==> src/rtl/apb_fll_if.sv <==
// APB slave bridge to up to four FLL register ports.
// Adds a local lock STATUS register and one outstanding FLL request at a time.
module apb_fll_if #(
    parameter int unsigned APB_ADDR_WIDTH = 12,
    parameter int unsigned NR_FLLS        = 3
) (
    input  logic                            clk_i,
    input  logic                            rst_i,
    input  logic [APB_ADDR_WIDTH-1:0]       paddr,
    input  logic [31:0]                     pwdata,
    input  logic                            pwrite,
    input  logic                            psel,
    input  logic                            penable,
    output logic [31:0]                     prdata,
    output logic                            pready,
    output logic                            pslverr,
    output logic [NR_FLLS-1:0]              fll_req_o,
    output logic [NR_FLLS-1:0]              fll_wrn_o,
    output logic [NR_FLLS-1:0][1:0]         fll_add_o,
    output logic [NR_FLLS-1:0][31:0]        fll_data_o,
    input  logic [NR_FLLS-1:0]              fll_ack_i,
    input  logic [NR_FLLS-1:0][31:0]        fll_r_data_i,
    input  logic [NR_FLLS-1:0]              fll_lock_i
);

    localparam int unsigned DATA_W = 32;
    localparam int unsigned ADD_W  = 2;

    typedef enum logic [1:0] {
        IDLE = 2'd0,
        REQ  = 2'd1,
        DONE = 2'd2
    } state_t;

    state_t                           state_q, state_d;
    logic [NR_FLLS-1:0]               sel_q, sel_d;
    logic [NR_FLLS-1:0]               req_d, wrn_d;
    logic [NR_FLLS-1:0][ADD_W-1:0]    add_d;
    logic [NR_FLLS-1:0][DATA_W-1:0]   data_d;
    logic [DATA_W-1:0]                prdata_d;
    logic                             pready_d;
    logic                             pslverr_d;

    logic                             access;
    logic                             is_status;
    logic [1:0]                       fll_idx;
    logic [NR_FLLS-1:0]               idx_sel;
    logic                             idx_ok;
    logic                             ack_hit;
    logic                             is_read;
    logic [DATA_W-1:0]                sel_rdata;
    logic                             unused_paddr;

    assign access       = psel & penable;
    assign is_status    = paddr[6];
    assign fll_idx      = paddr[5:4];
    assign idx_ok       = |idx_sel;
    assign ack_hit      = |(fll_ack_i & sel_q);
    assign is_read      = |(fll_wrn_o & sel_q);
    assign unused_paddr = ^{paddr[1:0], paddr >> 7};

    // Address decode and read-data mux for the FLL currently being served
    always_comb begin
        idx_sel   = '0;
        sel_rdata = '0;
        for (int i = 0; i < int'(NR_FLLS); i++) begin
            idx_sel[i] = (fll_idx == 2'(i));
            if (sel_q[i]) begin
                sel_rdata = sel_rdata | fll_r_data_i[i];
            end
        end
    end

    // State and registered outputs
    always_ff @(posedge clk_i) begin
        if (rst_i) begin
            state_q    <= IDLE;
            sel_q      <= '0;
            fll_req_o  <= '0;
            fll_wrn_o  <= '0;
            fll_add_o  <= '0;
            fll_data_o <= '0;
            prdata     <= '0;
            pready     <= 1'b0;
            pslverr    <= 1'b0;
        end else begin
            state_q    <= state_d;
            sel_q      <= sel_d;
            fll_req_o  <= req_d;
            fll_wrn_o  <= wrn_d;
            fll_add_o  <= add_d;
            fll_data_o <= data_d;
            prdata     <= prdata_d;
            pready     <= pready_d;
            pslverr    <= pslverr_d;
        end
    end

    // Next-state logic
    always_comb begin
        state_d = state_q;
        unique case (state_q)
            IDLE: begin
                if (access) begin
                    state_d = (!is_status && idx_ok) ? REQ : DONE;
                end
            end
            REQ:     if (ack_hit) state_d = DONE;
            DONE:    state_d = IDLE;
            default: state_d = IDLE;
        endcase
    end

    // Next values of the registered outputs; FLL signals hold while waiting for ack
    always_comb begin
        sel_d     = sel_q;
        req_d     = fll_req_o;
        wrn_d     = fll_wrn_o;
        add_d     = fll_add_o;
        data_d    = fll_data_o;
        prdata_d  = '0;
        pready_d  = 1'b0;
        pslverr_d = 1'b0;
        unique case (state_q)
            IDLE: begin
                if (access) begin
                    if (is_status) begin
                        pready_d = 1'b1;
                        prdata_d = DATA_W'(fll_lock_i);
                    end else if (idx_ok) begin
                        sel_d = idx_sel;
                        for (int i = 0; i < int'(NR_FLLS); i++) begin
                            if (idx_sel[i]) begin
                                req_d[i]  = 1'b1;
                                wrn_d[i]  = ~pwrite;
                                add_d[i]  = paddr[3:2];
                                data_d[i] = pwdata;
                            end
                        end
                    end else begin
                        pready_d  = 1'b1;
                        pslverr_d = 1'b1;
                    end
                end
            end
            REQ: begin
                if (ack_hit) begin
                    sel_d    = '0;
                    req_d    = '0;
                    wrn_d    = '0;
                    add_d    = '0;
                    data_d   = '0;
                    pready_d = 1'b1;
                    prdata_d = is_read ? sel_rdata : '0;
                end
            end
            DONE: begin
                sel_d  = '0;
                req_d  = '0;
                wrn_d  = '0;
                add_d  = '0;
                data_d = '0;
            end
            default: begin
                sel_d  = '0;
                req_d  = '0;
                wrn_d  = '0;
                add_d  = '0;
                data_d = '0;
            end
        endcase
    end

endmodule

==> config.mk <==
export PLATFORM = sky130hd
export DESIGN_NAME = apb_fll_if
export DESIGN_NICKNAME = d
export VERILOG_FILES = /design/src/rtl/apb_fll_if.sv
export SDC_FILE = /design/constraint.sdc
export NUM_CORES = 1
export LEC_CHECK = 0
export BUFFER_PORTS_ARGS = -buffer_cell sky130_fd_sc_hd__clkbuf_2
export CAP_MARGIN = 20
export CORE_AREA = 2 2 113 115
export CTS_CLUSTER_SIZE = 24
export DETAILED_ROUTE_END_ITERATION = 7
export DIE_AREA = 0 0 115 117
export PLACE_DENSITY = 0.77
export SLEW_MARGIN = 20
export SYNTH_ARGS = -nofsm -noshare
export SYNTH_HDL_FRONTEND = slang
export SYNTH_SLANG_ARGS = --single-unit
==> constraint.sdc <==
create_clock -name clk_i -period 4 [get_ports clk_i]
set_clock_uncertainty 0.2 [all_clocks]
set_input_delay 0.2 -clock clk_i [delete_from_list [all_inputs] [get_ports clk_i]]
set_output_delay 0.2 -clock clk_i [all_outputs]
set_load 0.05 [all_outputs]
==> reports/qor.yml <==
status:
  outcome: "finished, final reports clean"
die:
  initial_utilization_pct: 41.6
  die_w_um: 115
  die_y_um: 117
  core_mm2: 0.0123
  die_area_mm2: 0.0135
  num_io_pins: 293
  placementRows: 41
routing:
  wirelength_mm: 19.0
  wl_per_cell_um: 20.2
  drt-initial-drc-count: 550
  drt-pass1-iter-count: 7
  drt-vias-per-instance: 5.88
  via_count: 5543
  antenna_left: 0
  remaining_drc_errors: 0
worst_setup_path:
  crit_family: "simple AND/OR/NAND/NOR gates"
  start_kind: "register"
  critPathMaxFanout: 32
  cp-startpoint: "state_q[1]"
  crit_type: "register to register"
  crit_arrival_ns: 2.86
  worst-path-buf-inv: 1
  crit_path_end: "prdata[1]"
  r2r-end: "prdata[1]"
  rrSetupSlack_ns: 1.29
  reg2reg_depth: 4
  cp_cell_sequence: "nor2_4 > nor4bb_1 > o2bb2ai_1 > dlygate4sd3_1"
  cpPeakStageDelay_ns: 0.72
  path_depth: 4
  cp_slowest_cell: "nor4bb_1"
  required_ns: 4.15
  rr_startpoint: "state_q[1]"
  end_kind: "register"
layout:
  fin_nets: 932
  postLayoutCellArea_mm2: 0.00813
  drive_gt1_share_pct: 43.2
  n_fill_cell: 907
  stdcell_count: 942
  syn2layout_area_growth_pct: 58.9
  multi_input_area_mm2: 0.00188
  diodes: 0
  ff_latch_area_mm2: 0.00294
synth:
  synth.area.top_cells: "dfxtp_1 57%, a32o_1 21%, a222oi_1 6.6%"
  yosysWarnings: 0
  yosysTopAreaCell: "dfxtp_1"
  synth_top_family_by_area: "compound AO/OA/AOI/OAI gates"
  synth-main-ff-cell: "dfxtp_1"
  ys_seq_elements: 147
  synth.net_count: 565
  avgSynthCellArea_um2: 12.4
  yosys.area.top_type_share_pct: 57.5
  synth-async-reset-ratio_pct: 0
  synth-adder-area-share_pct: 0
  yosys-top-cells-count: "147 x dfxtp_1, 105 x a32o_1, 34 x a222oi_1"
  yosysUniqueCellTypes: 32
  synth_edf_count: 0
  synthMuxAreaShare_pct: 0
  synthSimpleGateAreaFrac_pct: 5.99
  synth_most_common_cell: "dfxtp_1"
  synthXorXnorAreaFrac_pct: 0
  yosysSeqAreaShare_pct: 57.5
  syn-instance-count: 414
  synth_compound_area_share_pct: 30.4
  syn_area_mm2: 0.00512
power_and_ir_drop:
  leakagePower_nw: 3.51
  power.density_mw_per_mm2: 408
  irDropWorstVdd_v: 0.000286
sta:
  max_slew.worst_pin.slew_ns: 0.936
  tns_ns: 0
  rsz0062_at_grt: "no"
  fin_hold_ws_ns: 0.0704
  slew_headroom_pct: 37.6
  min_period_ns: 2.71
  final_max_slew_viol_count: 0
  fin_crit_sh_pct: 67.6
  worst_slack_ns: 1.29
  hold_viol_final: 0
  setup_viol: 0
  fmax_mhz: 370
place:
  post-place-ws_ns: 1.44
  dpl_cell_area_mm2: 0.00651
  gp_congestion: 0.828
  hpwl_mm: 11.5
  placed_cells: 806
  io_buffers: 285
clock_tree:
  clk_pin_slew_worst_paths_ns: 0.06
  clock_path_buffers: 2
  numClockSinks: 147
  clk_latency_ns: 0.41
  cts_resized: 0
  root_buffer: "clkbuf_16"
  cts_tree: "built"
  cts_buffers: 17
  htreeDepth: 4
grt:
  grt_pass1_vias: 5487
  grt_pass1_wl_mm: 28.0
  grt_overflow: 0
  grt_max_degree: 75
  grtUsageTotal_pct: 27.1
  antenna_found_initial: 0
job:
  maxCapViolCount: 0
min_path:
  hold_class: "input port to register"
==> report_power, final <==
part           leakage [nW]  switching, mW  total (mW)  internal (mW)
Combinational          2.05          0.190       0.335          0.145
Sequential             1.19        0.00934        1.49           1.48
Clock                 0.273          0.588        1.50          0.910
==> per-layer routing <==
metal | vias to the layer above | global-route usage (%) | wire length [um]
met5 | - | 0 | 0
met4 | 0 | 14.0 | 580
met3 | 54 | 8.50 | 1700
met2 | 353 | 49.6 | 9990
met1 | 2678 | 27.8 | 6740
li1 | 2458 | - | -
==> timing repair <==
action / in CTS / in global routing
buffers inserted: 0 / 0
endpoints found under the hold margin: 142 / 0
hold buffers: 106 / 0
==> layout by cell type (no fill, tap or decap), types with 4 or more instances in the layout <==
| cell | instances |
|---|---|
| dlygate4sd3_1 | 106 |
| a32o_1 | 105 |
| nor2_2 | 7 |
| clkbuf_16 | 17 |
| dfxtp_1 | 147 |
| buf_4 | 8 |
| clkbuf_8 | 4 |
| clkbuf_2 | 285 |
| a22o_1 | 4 |
| nor2_1 | 27 |
| a222oi_1 | 34 |
| clkinv_2 | 4 |
==> cell families (layout without fill, tap and decap cells) <==
family	Yosys count	in the layout
compound gates	156	156
buf+inv	54	432
flops	147	147
simple gates	57	57
==> through the flow <==
stage	utilization, %	total power [mW]
after CTS	66.1	3.33
after detailed placement	52.9	1.78
after global routing	66.1	3.42
after floorplan	-	1.66
after global placement	52.9	1.77
final	66.1	3.32
==> cell type report <==
| class | instances | share of cell area (%) |
|---|---|---|
| Multi-Input combinational cell | 213 | 23.1 |
| Clock inverter | 9 | 1.00 |
| Tap cell | 150 | 2.31 |
| Inverter | 3 | 0.138 |
| Sequential cell | 147 | 36.2 |
| Timing Repair Buffer | 399 | 31.3 |
| Clock buffer | 21 | 5.91 |
==> flip-flops by register name, summed over array words and instances (netlist names) <==
name and cells:
state_q 2, fll_req_o 3, pslverr 1, sel_q 3, fll_wrn_o 3, pready 1, prdata 32, fll_add_o 6
fll_data_o 96
==> worst min-delay path by stage <==
stage                        from          to  slack [ns]  cells past startpoint
global route         fll_ack_i[2]  state_q[0]        0.11                      5
floorplan                paddr[6]     pslverr        0.08                      1
global placement    fll_lock_i[2]   prdata[2]        0.22                      2
detailed placement  fll_lock_i[2]   prdata[2]        0.22                      2
finish               fll_ack_i[2]  state_q[0]        0.07                      5
CTS                  fll_ack_i[2]  state_q[0]        0.06                      5
==> worst reg2reg max path: stages, from the launching register on <==
cell and delay [ns]:
dfxtp_1 0.37, nor2_4 0.59, nor4bb_1 0.72, o2bb2ai_1 0.19, dlygate4sd3_1 0.57
(Power assumes the default switching activity.)
